[config.mk]
export PLATFORM = sky130hd
export DESIGN_NAME = instr_stream_gen
export DESIGN_NICKNAME = d
export VERILOG_FILES = /design/src/rtl/type_definitions_pkg.sv /design/src/rtl/instr_lane_encoder.sv /design/src/rtl/instr_stream_gen.sv
export SDC_FILE = /design/constraint.sdc
export NUM_CORES = 1
export LEC_CHECK = 0
export CAP_MARGIN = 20
export CORE_ASPECT_RATIO = 1.1
export CORE_UTILIZATION = 30
export DETAILED_ROUTE_END_ITERATION = 10
export SYNTH_ARGS = -nofsm -noshare
export SYNTH_HDL_FRONTEND = slang
export SYNTH_SLANG_ARGS = --single-unit
[constraint.sdc]
create_clock -name clk -period 5.3 [get_ports clk]
set_input_delay 1.06 -clock clk [delete_from_list [all_inputs] [get_ports clk]]
set_output_delay 1.06 -clock clk [all_outputs]
set_load 0.01 [all_outputs]
[src/rtl/type_definitions_pkg.sv]
// Shared types for the RV32I instruction stream generator: instruction format structs,
// opcode/funct constants, instruction class enum, FSM state enum and LFSR helpers.
package type_definitions_pkg;

   typedef enum logic [2:0] {
      ClsR  = 3'd0,
      ClsI  = 3'd1,
      ClsS  = 3'd2,
      ClsSb = 3'd3,
      ClsU  = 3'd4,
      ClsUj = 3'd5
   } instr_class_e;

   typedef enum logic [1:0] {
      StIdle = 2'd0,
      StGen  = 2'd1,
      StDone = 2'd2
   } gen_state_e;

   localparam logic [6:0] OpcR  = 7'b0110011;
   localparam logic [6:0] OpcI  = 7'b0010011;
   localparam logic [6:0] OpcS  = 7'b0100011;
   localparam logic [6:0] OpcSb = 7'b1100011;
   localparam logic [6:0] OpcU  = 7'b0110111;
   localparam logic [6:0] OpcUj = 7'b1101111;

   localparam logic [2:0] F3Add = 3'b000;
   localparam logic [2:0] F3Sll = 3'b001;
   localparam logic [2:0] F3Sr  = 3'b101;

   localparam logic [6:0] Funct7Base = 7'b0000000;
   localparam logic [6:0] Funct7Alt  = 7'b0100000;

   localparam logic [31:0] InstrNop = 32'h0000_0013;
   // Right-shifting Galois taps for x^32 + x^22 + x^2 + x + 1
   localparam logic [31:0] LfsrTaps = 32'h8020_0003;
   localparam logic [31:0] LaneSeedMul = 32'h9E37_79B9;

   typedef struct packed {
      logic [6:0] funct7;
      logic [4:0] rs2;
      logic [4:0] rs1;
      logic [2:0] funct3;
      logic [4:0] rd;
      logic [6:0] opcode;
   } r_type_t;

   typedef struct packed {
      logic [11:0] imm;
      logic [4:0]  rs1;
      logic [2:0]  funct3;
      logic [4:0]  rd;
      logic [6:0]  opcode;
   } i_type_t;

   typedef struct packed {
      logic [6:0] imm_hi;
      logic [4:0] rs2;
      logic [4:0] rs1;
      logic [2:0] funct3;
      logic [4:0] imm_lo;
      logic [6:0] opcode;
   } s_type_t;

   typedef struct packed {
      logic       imm_12;
      logic [5:0] imm_10_5;
      logic [4:0] rs2;
      logic [4:0] rs1;
      logic [2:0] funct3;
      logic [3:0] imm_4_1;
      logic       imm_11;
      logic [6:0] opcode;
   } sb_type_t;

   typedef struct packed {
      logic [19:0] imm_31_12;
      logic [4:0]  rd;
      logic [6:0]  opcode;
   } u_type_t;

   typedef struct packed {
      logic       imm_20;
      logic [9:0] imm_10_1;
      logic       imm_11;
      logic [7:0] imm_19_12;
      logic [4:0] rd;
      logic [6:0] opcode;
   } uj_type_t;

   function automatic logic [31:0] lfsr_step(input logic [31:0] s);
      logic [31:0] n;
      n = {1'b0, s[31:1]} ^ (s[0] ? LfsrTaps : 32'h0);
      return (n == 32'h0) ? 32'h1 : n;
   endfunction

   function automatic logic [31:0] lfsr_seed(input logic [31:0] seed, input int unsigned lane);
      logic [31:0] s;
      s = seed ^ (lane * LaneSeedMul);
      return (s == 32'h0) ? 32'h1 : s;
   endfunction

endpackage

[src/rtl/instr_lane_encoder.sv]
// Combinational per-lane encoder: LFSR state + class mask -> one legal RV32I instruction.
// Optional RV32M R-type ops are enabled by defining INSTR_GEN_MEXT_EN.
module instr_lane_encoder
   import type_definitions_pkg::*;
(
   input  logic [31:0] lfsr_i,
   input  logic [5:0]  class_mask_i,
   output logic [31:0] instr_o
);

   logic [2:0]   base_idx;
   logic [2:0]   sel_idx;
   logic [3:0]   cand;
   instr_class_e cls;
   logic [4:0]   rd;
   logic [2:0]   f3_raw;
   logic [6:0]   br_off;
   logic [12:0]  sb_imm;
   logic [20:0]  uj_imm;
   r_type_t      r_enc;
   i_type_t      i_enc;
   s_type_t      s_enc;
   sb_type_t     sb_enc;
   u_type_t      u_enc;
   uj_type_t     uj_enc;

   // Class pick: start at lfsr[2:0] mod 6, walk upward with wrap to the first enabled class
   always_comb begin
      base_idx = (lfsr_i[2:0] > 3'd5) ? (lfsr_i[2:0] - 3'd6) : lfsr_i[2:0];
      sel_idx  = base_idx;
      cand     = 4'd0;
      for (int k = 5; k >= 0; k--) begin
         cand = {1'b0, base_idx} + 4'(k);
         if (cand > 4'd5) cand = cand - 4'd6;
         if (class_mask_i[cand[2:0]]) sel_idx = cand[2:0];
      end
   end

   assign cls    = instr_class_e'(sel_idx);
   assign rd     = (lfsr_i[11:7] == 5'd0) ? 5'd1 : lfsr_i[11:7];
   assign f3_raw = lfsr_i[6:4];
   // Branch/jump offset: 6 random bits shifted left, i.e. even and within -64..+62
   assign br_off = {lfsr_i[27:22], 1'b0};
   assign sb_imm = {{6{br_off[6]}}, br_off};
   assign uj_imm = {{14{br_off[6]}}, br_off};

   // Build every format from the LFSR bits
   always_comb begin
      r_enc.opcode = OpcR;
      r_enc.rd     = rd;
      r_enc.rs1    = lfsr_i[16:12];
      r_enc.rs2    = lfsr_i[21:17];
      r_enc.funct3 = f3_raw;
      r_enc.funct7 = (((f3_raw == F3Add) || (f3_raw == F3Sr)) && lfsr_i[3]) ? Funct7Alt
                                                                            : Funct7Base;
`ifdef INSTR_GEN_MEXT_EN
      if (lfsr_i[31]) begin
         r_enc.funct7 = 7'b0000001;
         r_enc.funct3 = lfsr_i[30:28];
      end
`endif

      i_enc.opcode = OpcI;
      i_enc.rd     = rd;
      i_enc.rs1    = lfsr_i[16:12];
      i_enc.funct3 = f3_raw;
      if (f3_raw == F3Sll) begin
         i_enc.imm = {Funct7Base, lfsr_i[24:20]};
      end else if (f3_raw == F3Sr) begin
         i_enc.imm = {(lfsr_i[3] ? Funct7Alt : Funct7Base), lfsr_i[24:20]};
      end else begin
         i_enc.imm = lfsr_i[31:20];
      end

      // Stores: SB/SH/SW only
      s_enc.opcode = OpcS;
      s_enc.rs1    = lfsr_i[16:12];
      s_enc.rs2    = lfsr_i[21:17];
      s_enc.funct3 = (f3_raw[1:0] == 2'b11) ? 3'b010 : {1'b0, f3_raw[1:0]};
      s_enc.imm_hi = lfsr_i[31:25];
      s_enc.imm_lo = lfsr_i[24:20];

      // Branches: 010/011 are reserved, fold them onto BEQ/BNE
      sb_enc.opcode   = OpcSb;
      sb_enc.rs1      = lfsr_i[16:12];
      sb_enc.rs2      = lfsr_i[21:17];
      sb_enc.funct3   = (f3_raw[2:1] == 2'b01) ? {2'b00, f3_raw[0]} : f3_raw;
      sb_enc.imm_12   = sb_imm[12];
      sb_enc.imm_11   = sb_imm[11];
      sb_enc.imm_10_5 = sb_imm[10:5];
      sb_enc.imm_4_1  = sb_imm[4:1];

      u_enc.opcode    = OpcU;
      u_enc.rd        = rd;
      u_enc.imm_31_12 = lfsr_i[31:12];

      uj_enc.opcode    = OpcUj;
      uj_enc.rd        = rd;
      uj_enc.imm_20    = uj_imm[20];
      uj_enc.imm_19_12 = uj_imm[19:12];
      uj_enc.imm_11    = uj_imm[11];
      uj_enc.imm_10_1  = uj_imm[10:1];
   end

   // Select the format of the chosen class
   always_comb begin
      unique case (cls)
         ClsR:    instr_o = r_enc;
         ClsI:    instr_o = i_enc;
         ClsS:    instr_o = s_enc;
         ClsSb:   instr_o = sb_enc;
         ClsU:    instr_o = u_enc;
         ClsUj:   instr_o = uj_enc;
         default: instr_o = InstrNop;
      endcase
   end

endmodule

[src/rtl/instr_stream_gen.sv]
// Random RV32I instruction stream generator: emits count_i instructions, LANES per beat,
// under valid/ready flow control. Build macro INSTR_GEN_MEXT_EN adds RV32M R-type ops.
module instr_stream_gen
   import type_definitions_pkg::*;
#(
   parameter int unsigned LANES = 2,
   parameter int unsigned CNT_W = 16,
   parameter logic [31:0] SEED  = 32'hACE1_2468
) (
   input  logic                  clk,
   input  logic                  rst_n,
   input  logic                  start_i,
   input  logic [CNT_W-1:0]      count_i,
   input  logic [5:0]            class_mask_i,
   input  logic                  ready_i,
   output logic                  valid_o,
   output logic [LANES*32-1:0]   instr_o,
   output logic [LANES-1:0]      lane_valid_o,
   output logic                  busy_o,
   output logic                  done_o
);

   gen_state_e       state_q, state_d;
   logic [CNT_W-1:0] remaining_q, remaining_d;
   logic [5:0]       mask_q, mask_d;
   logic [CNT_W-1:0] beat_cnt;
   logic             xfer;
   logic [LANES-1:0] lane_on;

   assign beat_cnt = (remaining_q >= CNT_W'(LANES)) ? CNT_W'(LANES) : remaining_q;
   assign xfer     = (state_q == StGen) && ready_i;

   // State register
   always_ff @(posedge clk or negedge rst_n) begin
      if (!rst_n) state_q <= StIdle;
      else        state_q <= state_d;
   end

   // Next-state: start only honoured in idle; last transfer moves to done
   always_comb begin
      state_d = state_q;
      unique case (state_q)
         StIdle:  if (start_i) state_d = (count_i != '0) ? StGen : StDone;
         StGen:   if (xfer && (remaining_q == beat_cnt)) state_d = StDone;
         StDone:  state_d = StIdle;
         default: state_d = StIdle;
      endcase
   end

   // FSM outputs
   always_comb begin
      valid_o = 1'b0;
      busy_o  = 1'b0;
      done_o  = 1'b0;
      unique case (state_q)
         StGen: begin
            valid_o = 1'b1;
            busy_o  = 1'b1;
         end
         StDone:  done_o = 1'b1;
         default: ;
      endcase
   end

   // Capture request on start, count down on each transfer; empty mask means all classes
   always_comb begin
      remaining_d = remaining_q;
      mask_d      = mask_q;
      if ((state_q == StIdle) && start_i) begin
         remaining_d = count_i;
         mask_d      = (class_mask_i == 6'b0) ? 6'b111111 : class_mask_i;
      end else if (xfer) begin
         remaining_d = remaining_q - beat_cnt;
      end
   end

   // Request registers
   always_ff @(posedge clk or negedge rst_n) begin
      if (!rst_n) begin
         remaining_q <= '0;
         mask_q      <= '0;
      end else begin
         remaining_q <= remaining_d;
         mask_q      <= mask_d;
      end
   end

   for (genvar g = 0; g < LANES; g++) begin : g_lane
      logic [31:0] lfsr_q, lfsr_d;
      logic [31:0] enc_instr;

      // Every lane steps on every transfer so lane streams stay independent of count
      assign lfsr_d = xfer ? lfsr_step(lfsr_q) : lfsr_q;

      // Lane LFSR
      always_ff @(posedge clk or negedge rst_n) begin
         if (!rst_n) lfsr_q <= lfsr_seed(SEED, g);
         else        lfsr_q <= lfsr_d;
      end

      instr_lane_encoder u_enc (
         .lfsr_i       (lfsr_q),
         .class_mask_i (mask_q),
         .instr_o      (enc_instr)
      );

      assign lane_on[g] = (state_q == StGen) && (CNT_W'(g) < beat_cnt);
      assign instr_o[g*32 +: 32] = lane_on[g]         ? enc_instr :
                                   (state_q == StGen) ? InstrNop  : 32'h0;
   end

   assign lane_valid_o = lane_on;

endmodule

==> impl_metrics.ini, run 1 <==
[outcome]
status = finished, violations left
violations = design-rule violations, negative setup slack

[timing]
fmax_ghz = 0.1820
grt_setup_unrepaired = yes
setup_ws_ps = -195.5
hold_viol = 0
whs_ps = 476.1
period_minus_slack_ps = 5496
finalSetupViolCount = 41
tightest_slew_ps = 1112
fin_skew_ps = 11.85
max_slew_margin_pct = 25.88
drv_slew = 0
min_period_over_period_pct = 103.7

[clocking]
htree_num_levels = 3
numCtsBuffers = 9
cts_tree = yes
cts_root_buf = clkbuf_16
clkTransAtPathRegs_ps = 70
clock_sinks = 88
clk_latency_ps = 340
clockBufferDepth = 2

[floorplanning]
rows = 62
die-area_um2 = 27050
initial_core_util_pct = 30.48
core_area_um2 = 25990
ios = 95
die_y_um = 172.4
die_width_um = 156.9

[logic_synthesis]
yosysTopAreaCell = dfrtp_1
ys_top_cells_by_area = dfrtp_1, nand2_1, dfstp_2
synth_cell_type_count = 88
synthFlopType = dfrtp_1
ys_warn_count = 0
ys_ff_latch = 88
yosys-top-cells-count = nand2_1, o21ai_0, nor2_1
syn_nets = 1081
postSynth.asyncResetShare_pct = 100.0
syn_avg_cell_area_um2 = 7.689
syn_inst = 1030
yosys.cell_count.top_type = nand2_1
synth_edf_count = 0
syn_area_um2 = 7920
yosysSeqAreaShare_pct = 28.28
synth_top_area_share_pct = 18.33

[setup_path]
required_ps = 4240
cp-end-kind = primary output
arrival_ps = 4440
startpoint_type = register
path_class = register to primary output
cp_max_fo = 7

[drt]
drt_iter0_drc = 478
first_pass_iters = 8
postRouteAntennaNets = 0
wl_per_cell_um = 17.14
vias_per_cell = 5.473
drcViolationCount = 2
drt_wl_total_um = 28470
vias = 9091

[cells_and_area]
n_antenna_cell = 0
multi_input_area_um2 = 6528
fin_cells = 1661
syn2layout_area_growth_pct = 58.01
drive_above_1_share_pct = 44.61
stdcell_area_um2 = 12510
utilization_pct = 48.16
seq_area_um2 = 2242
final_nets = 1355
nFillCells = 2413

[global_routing]
grt_max_degree = 60
grt_usage_pct = 20.28
antenna_found_initial = 0
grt_pass1_wl_um = 44020
grt-ovfl-total = 0
grt_pass1_vias = 8659

[placed_design]
place_area_um2 = 10230
dp_cells = 1571
gp_congestion = 0.8815
portBuffers = 94
dpl.hpwl_um = 18850

[run]
cap_violations = 0

[min_path]
hold_path.class = register to register
cell usage in the layout (no fill, tap or decap), types with 11 or more instances in the layout:
| master | synthesis | routed |
|---|---|---|
| dfrtp_1 | 58 | 56 |
| nand2_1 | 214 | 206 |
| nor4_1 | 22 | 19 |
| a22oi_2 | 0 | 13 |
| o211ai_1 | 14 | 14 |
| clkdlybuf4s50_1 | 0 | 33 |
| dfstp_2 | 30 | 30 |
| a21oi_2 | 4 | 26 |
| mux2i_1 | 33 | 25 |
| buf_4 | 16 | 169 |
| buf_2 | 11 | 48 |
| o21ai_0 | 72 | 59 |
| buf_6 | 2 | 67 |
| or3_1 | 11 | 11 |
| nor2_1 | 70 | 51 |
| nand3_1 | 19 | 17 |
| a221o_1 | 11 | 11 |
| ha_4 | 0 | 14 |
| inv_1 | 32 | 27 |
| nor3_1 | 33 | 22 |
| a21oi_1 | 54 | 27 |
through the flow:
step	setup TNS, ps	setup slack [ps]
after global routing	-13540	-377.8
final	-3883	-195.5
after floorplan	0	119.7
after CTS	-3121	-199.5
after global placement	-19880	-560.3
after detailed placement	-21400	-634.5
per-layer routing:
layer / global-route usage [%] / vias to the layer above / share of wire (%)
li1: - / 4308 / -
met1: 26.20 / 4444 / 43
met2: 34.80 / 273 / 51
met3: 1.504 / 66 / 3.3
met4: 8.483 / 0 / 3.0
met5: 0 / - / 0
critical path: stages (launching register included):
cell,delay [ps]
dfrtp_1,430
ha_2,230
nand2b_1,180
o221ai_4,200
buf_6,150
inv_4,40
ha_1,200
buf_4,150
buf_4,140
a211o_1,260
a21oi_2,170
o21ai_1,100
a22o_1,260
a311oi_4,340
o32ai_4,150
buf_12,160
buf_4,160
or3_1,410
a21oi_2,190
buf_2,160
worst paths after layout:
| kind | from | end | slack, ps | cells past startpoint |
|---|---|---|---|---|
| worst min register to register | g_lane[1].lfsr_q[11]$_DFFE_PN1P_ | g_lane[1].lfsr_q[10]$_DFFE_PN1P_ | 480 | 2 |
| worst max register to register | remaining_q[2]$_DFFE_PN0P_ | remaining_q[12]$_DFFE_PN0P_ | 2370 | 10 |
| worst max-delay path | g_lane[1].lfsr_q[2]$_DFFE_PN0P_ | instr_o[39] | -200 | 19 |
| worst min-delay path | g_lane[1].lfsr_q[11]$_DFFE_PN1P_ | g_lane[1].lfsr_q[10]$_DFFE_PN1P_ | 480 | 2 |
| min in group asynchronous | rst_n | g_lane[0].lfsr_q[14]$_DFFE_PN0P_ | 780 | 1 |
| max in group asynchronous | rst_n | g_lane[1].lfsr_q[28]$_DFFE_PN1P_ | 3550 | 2 |
layout make-up:
| type | count | area share [%] |
|---|---|---|
| Timing Repair Buffer | 334 | 22.72 |
| Multi-Input combinational cell | 836 | 52.16 |
| Clock inverter | 6 | 0.7199 |
| Clock buffer | 10 | 1.830 |
| Tap cell | 352 | 3.519 |
| Sequential cell | 88 | 17.92 |
| Inverter | 35 | 1.140 |
flip-flops by register name, summed over array words and instances (netlist names):
name and count:
mask_q 6, g_lane.lfsr_q 64, state_q 2, remaining_q 16
cell families (layout without fill, tap and decap cells):
logic type	after synthesis	in the layout	synth area share, %
AND/OR/NAND/NOR	446	446	26.33
AO/OA/AOI/OAI	295	295	26.40
buffers and inverters	107	385	6.225
flip-flops	88	88	28.28
multiplexers	50	50	6.588
adder cells (fa/ha/maj)	25	25	3.949
XOR/XNOR	18	19	2.180
other	1	1	0.04735
timing repair:
action	CTS	global route
gates resized for setup	458	123
cloned	1	0
pin swaps	93	61
hold buffers	0	0
setup endpoints to repair	60	60
buffers inserted	50	27
Power of run 1 is not shown: default switching activity piles up to over one toggle a cycle in this logic, so the estimate is an artifact.
==> inputs of run 2 (changes only) <==
--- a/config.mk
+++ b/config.mk
@@ -8,7 +8,9 @@
 export CAP_MARGIN = 20
 export CORE_ASPECT_RATIO = 1.1
 export CORE_UTILIZATION = 30
+export CTS_CLUSTER_SIZE = 14
 export DETAILED_ROUTE_END_ITERATION = 10
+export SKIP_CTS_REPAIR_TIMING = 1
 export SYNTH_ARGS = -nofsm -noshare
 export SYNTH_HDL_FRONTEND = slang
 export SYNTH_SLANG_ARGS = --single-unit
==> run 2 against run 1 <==
Against the previous run:
- the run still ends with design-rule violations, negative setup slack left
- critical path depth grew 5
- maximum frequency shrank 1.4%
- worst hold slack is essentially flat
- register-to-register slack lost 20 ps
- cell area shrank 1.2%
- global-route usage shrank 1.8 points
- first-iteration DRC count grew 40%
- routed wire length shrank 2.7%
- via count shrank 1.5%
- clock skew shrank 2.2 ps
- non-clock buffer count shrank 10
- die area is the same
- highest routed layer unchanged
==> impl_metrics.ini, run 2 (same netlist as run 1, synthesis figures left out) <==
[outcome]
violations = design-rule violations, negative setup slack
status = finished, violations left

[clocking]
cts_root_buf = clkbuf_16
clockBufferDepth = 2
htree_num_levels = 3
clk_latency_ps = 340
numCtsBuffers = 9
clkTransAtPathRegs_ps = 70
cts_tree = yes
clock_sinks = 88

[timing]
max_slew_margin_pct = 31.35
period_minus_slack_ps = 5572
finalSetupViolCount = 52
fin_skew_ps = 9.690
whs_ps = 476.3
min_period_over_period_pct = 105.1
grt_setup_unrepaired = yes
setup_ws_ps = -272.2
hold_viol = 0
fmax_ghz = 0.1795
drv_slew = 0
tightest_slew_ps = 1030

[cells_and_area]
final_cell_mix = nand2_1, buf_4, o21ai_0, dfrtp_1, nor2_1
seq_area_um2 = 2243
layout_commonest_cell = nand2_1
final_nets = 1345
n_antenna_cell = 0
syn2layout_area_growth_pct = 56.15
largest_register = g_lane.lfsr_q
largest_reg_flops = 64
multi_input_area_um2 = 6469
drive_above_1_share_pct = 42.65
top_regs = g_lane.lfsr_q (64), remaining_q (16), mask_q (6)
nFillCells = 2425

[drt]
first_pass_iters = 8
drt_iter0_drc = 671
vias = 8958
postRouteAntennaNets = 0
drt_wl_total_um = 27690
drcViolationCount = 2
vias_per_cell = 5.426
wl_per_cell_um = 16.77

[global_routing]
antenna_found_initial = 0
grt_pass1_vias = 7921
grt-ovfl-total = 0
grt_usage_pct = 18.44
grt_pass1_wl_um = 40080
grt_max_degree = 60

[setup_path]
cp_max_fo = 5
cpPeakStageDelay_ps = 430
required_ps = 4240
crit_chain = inv_2 -> ha_4 -> a21o_1 -> o221ai_4 -> inv_2 -> buf_6 -> ha_4 -> a21oi_2 -> buf_4 -> o21ai_0 -> nand4b_1 -> o211ai_1 -> buf_4 -> a21oi_2 -> o31a_1 -> a31oi_4 -> or2_4 -> xnor2_4 -> buf_6 -> nor3_4 -> buf_6 -> buf_4 -> a31o_4 -> buf_6
arrival_ps = 4510
critPathTopFamily = compound AO/OA/AOI/OAI gates
path_class = register to primary output
startpoint_type = register
timing.critical_path.buf_inv = 9
crit_path_frequent_cell = buf_6
critPathSlowestCell = dfrtp_1
cp-end-kind = primary output

[placed_design]
gp_congestion = 0.8815
portBuffers = 94
dpl.hpwl_um = 18850

[floorplanning]
core_area_um2 = 25990
ios = 95
die_width_um = 156.9
die-area_um2 = 27050
initial_core_util_pct = 30.48
die_y_um = 172.4
rows = 62

[run]
cap_violations = 0

[min_path]
hold_path.class = register to register
==> run 2: cell types whose count changed in the layout (fill, tap and decap cells not counted), moves of 6 or more <==
cell	previous run	this run
a22oi_2	13	4
buf_6	67	51
buf_2	48	36
a22oi_1	6	15
clkbuf_2	2	13
dlymetal6s2s_1	0	6
==> run 2: layer usage <==
layer | GRT usage [%] | wire, µm | up-vias
met1 | 24.62 | 12190 | 4384
li1 | - | - | 4284
met2 | 30.92 | 13990 | 235
met3 | 1.554 | 859 | 55
met4 | 6.777 | 648 | 0
met5 | 0 | 0 | -
==> run 2: area by class of cell <==
cell class,instances,share of cell area [%]
clock inverters,6,0.7284
inverters,35,1.163
multi-input cells,836,52.31
well taps,352,3.561
repair buffers,324,22.25
clock buffers,10,1.851
flip-flops and latches,88,18.14
==> run 2: path summary, 6_finish.rpt <==
path / end / cells past startpoint / start / slack, ps
max in group asynchronous: g_lane[1].lfsr_q[6]$_DFFE_PN1P_ / 2 / rst_n / 3550
setup reg to reg: remaining_q[12]$_DFFE_PN0P_ / 10 / remaining_q[2]$_DFFE_PN0P_ / 2350
hold reg to reg: g_lane[1].lfsr_q[10]$_DFFE_PN1P_ / 2 / g_lane[1].lfsr_q[11]$_DFFE_PN1P_ / 480
hold / removal: g_lane[1].lfsr_q[10]$_DFFE_PN1P_ / 2 / g_lane[1].lfsr_q[11]$_DFFE_PN1P_ / 480
setup / recovery: instr_o[29] / 24 / g_lane[0].lfsr_q[1]$_DFFE_PN0P_ / -270
min in group asynchronous: g_lane[0].lfsr_q[14]$_DFFE_PN0P_ / 1 / rst_n / 780
==> run 2: worst min-delay path, stage by stage (launching register included) <==
cell and delay, ps:
dfstp_2 390, nand2_1 50, nand2_1 40
==> run 2: stage by stage <==
stage                     cells  area, µm²  setup WS (ps)  TNS [ps]  utilization [%]
final                      1651      12370         -272.2     -6881            47.59
after global routing       1651      12370         -500.3    -17980            47.59
after CTS                  1587      10550          -1040    -45640            40.58
after detailed placement   1571      10230         -634.5    -21400            39.35
after global placement     1571      10230         -560.3    -19880            39.35
after floorplan            1030       7920          119.7         0                -
Power of run 2 is left out for the same reason.
==> inputs of run 3 (changes only) <==
--- a/config.mk
+++ b/config.mk
@@ -10,6 +10,7 @@
 export CORE_UTILIZATION = 30
 export CTS_CLUSTER_SIZE = 14
 export DETAILED_ROUTE_END_ITERATION = 10
+export REMOVE_ABC_BUFFERS = 1
 export SKIP_CTS_REPAIR_TIMING = 1
 export SYNTH_ARGS = -nofsm -noshare
 export SYNTH_HDL_FRONTEND = slang
==> run 3 against run 2 <==
Against the previous run:
- the run ends with negative setup slack left
- non-clock buffer count increased by 10
- sequential cell count unchanged
- die area unchanged
- routed wire length increased by 3.1%
- highest routed layer unchanged
==> impl_metrics.ini, run 3 (same netlist as run 1, synthesis figures left out) <==
[outcome]
status = finished, violations left
violations = negative setup slack

[timing]
fin_setup_tns_ps = -8293
max_slew_margin_pct = 41.69
min_period_over_period_pct = 104.8
grt_setup_unrepaired = yes
fin_skew_ps = 11.29
fmax_ghz = 0.1801
hold_viol = 0
period_minus_slack_ps = 5552
finalSetupViolCount = 55
setup_ws_ps = -251.9
drv_slew = 0
tightest_slew_ps = 874.6

[global_routing]
antenna_found_initial = 0
grt_max_degree = 46
grt_pass1_wl_um = 40930
grt-ovfl-total = 0
grt_pass1_vias = 8055
grt_usage_pct = 18.71

[cells_and_area]
n_antenna_cell = 0
largest_reg_flops = 64
layout_commonest_cell = nand2_1
final_cell_mix = nand2_1, buf_4, o21ai_0
syn2layout_area_growth_pct = 59.45
top_regs = g_lane.lfsr_q (64), remaining_q (16), mask_q (6)
drive_above_1_share_pct = 44.11
final_nets = 1354
stdcell_area_um2 = 12630
largest_register = g_lane.lfsr_q

[clocking]
cts_root_buf = clkbuf_16
cts_tree = yes
clk_latency_ps = 340
clock_sinks = 88
clockBufferDepth = 2
htree_num_levels = 3
clkTransAtPathRegs_ps = 60
numCtsBuffers = 9

[drt]
dr_wl_met2_um = 14130
vias = 9045
vias_per_cell = 5.449
first_pass_iters = 5
drt_wl_total_um = 28550
drcViolationCount = 0
wl_per_cell_um = 17.20
postRouteAntennaNets = 0
drt_iter0_drc = 690
wl_met1_um = 12300
wl_met3_um = 1364
top_layer_used = met4

[floorplanning]
die-area_um2 = 27050
core_area_um2 = 25990
rows = 62
die_y_um = 172.4
die_width_um = 156.9
ios = 95
initial_core_util_pct = 30.48

[placed_design]
portBuffers = 94
gp_congestion = 0.8684
dpl.hpwl_um = 18690
place_area_um2 = 10290

[setup_path]
cp-end-kind = primary output
r2r_setup_slack_ps = 2200
cpPeakStageDelay_ps = 440
cp_max_fo = 11
crit_path_frequent_cell = buf_4
path_class = register to primary output
critPathSlowestCell = dfrtp_2
required_ps = 4240
crit_chain = ha_2 -> nand2b_4 -> o221ai_4 -> buf_6 -> ha_4 -> buf_4 -> buf_4 -> a2111oi_2 -> o21ai_1 -> a211oi_2 -> a311oi_4 -> o32ai_4 -> buf_4 -> buf_12 -> xnor2_4 -> buf_6 -> a21o_1 -> a32o_1 -> buf_2
startpoint_type = register
arrival_ps = 4490

[run]
cap_violations = 0

[min_path]
hold_path.class = register to register
[run 3: stage by stage]
step	hold slack (ps)	std cells	worst slack (ps)	util [%]
2_1_floorplan	441.3	958	-866.5	-
3_3_place_gp	455.2	1581	-401.6	39.59
3_5_place_dp	462.8	1581	-520.3	39.59
4_1_cts	471.7	1597	-902.8	40.89
5_1_grt	507.5	1660	-427.5	48.59
6_report	474.7	1660	-251.9	48.59
[run 3: critical path: cells and delay by family, from the launching register on]
family	cells	cell delay (ps)
flip-flops	1	440
adder cells (fa/ha/maj)	2	420
AND/OR/NAND/NOR	1	150
AO/OA/AOI/OAI	8	1990
XOR/XNOR	1	80
buffers and inverters	7	1070
[run 3: path summary, 6_finish.rpt]
path,startpoint,to,depth (start not counted)
setup / recovery,g_lane[1].lfsr_q[2]$_DFFE_PN0P_,instr_o[57],19
min in group asynchronous,rst_n,g_lane[0].lfsr_q[25]$_DFFE_PN0P_,1
hold reg to reg,state_q[1]$_DFFE_PN0P_,state_q[1]$_DFFE_PN0P_,1
hold / removal,state_q[1]$_DFFE_PN0P_,state_q[1]$_DFFE_PN0P_,1
max in group asynchronous,rst_n,g_lane[1].lfsr_q[2]$_DFFE_PN0P_,2
setup reg to reg,remaining_q[3]$_DFFE_PN0P_,remaining_q[12]$_DFFE_PN0P_,10
[run 3: cell type report]
| cell class | count | area [µm²] |
|---|---|---|
| sequential | 88 | 2243 |
| inverter | 35 | 141.4 |
| clock inverter | 6 | 97.59 |
| timing repair buffer | 334 | 2836 |
| multi-input combinational | 835 | 6630 |
| tap | 352 | 440.4 |
| fill | 2397 | 13360 |
| clock buffer | 10 | 239.0 |
[run 3: layer usage]
| layer | vias to the layer above | global-route usage [%] |
|---|---|---|
| li1 | 4302 | - |
| met1 | 4346 | 25.64 |
| met3 | 69 | 1.554 |
| met4 | 0 | 4.987 |
| met5 | - | 0 |
| met2 | 328 | 31.44 |
Power of run 3 is left out for the same reason.
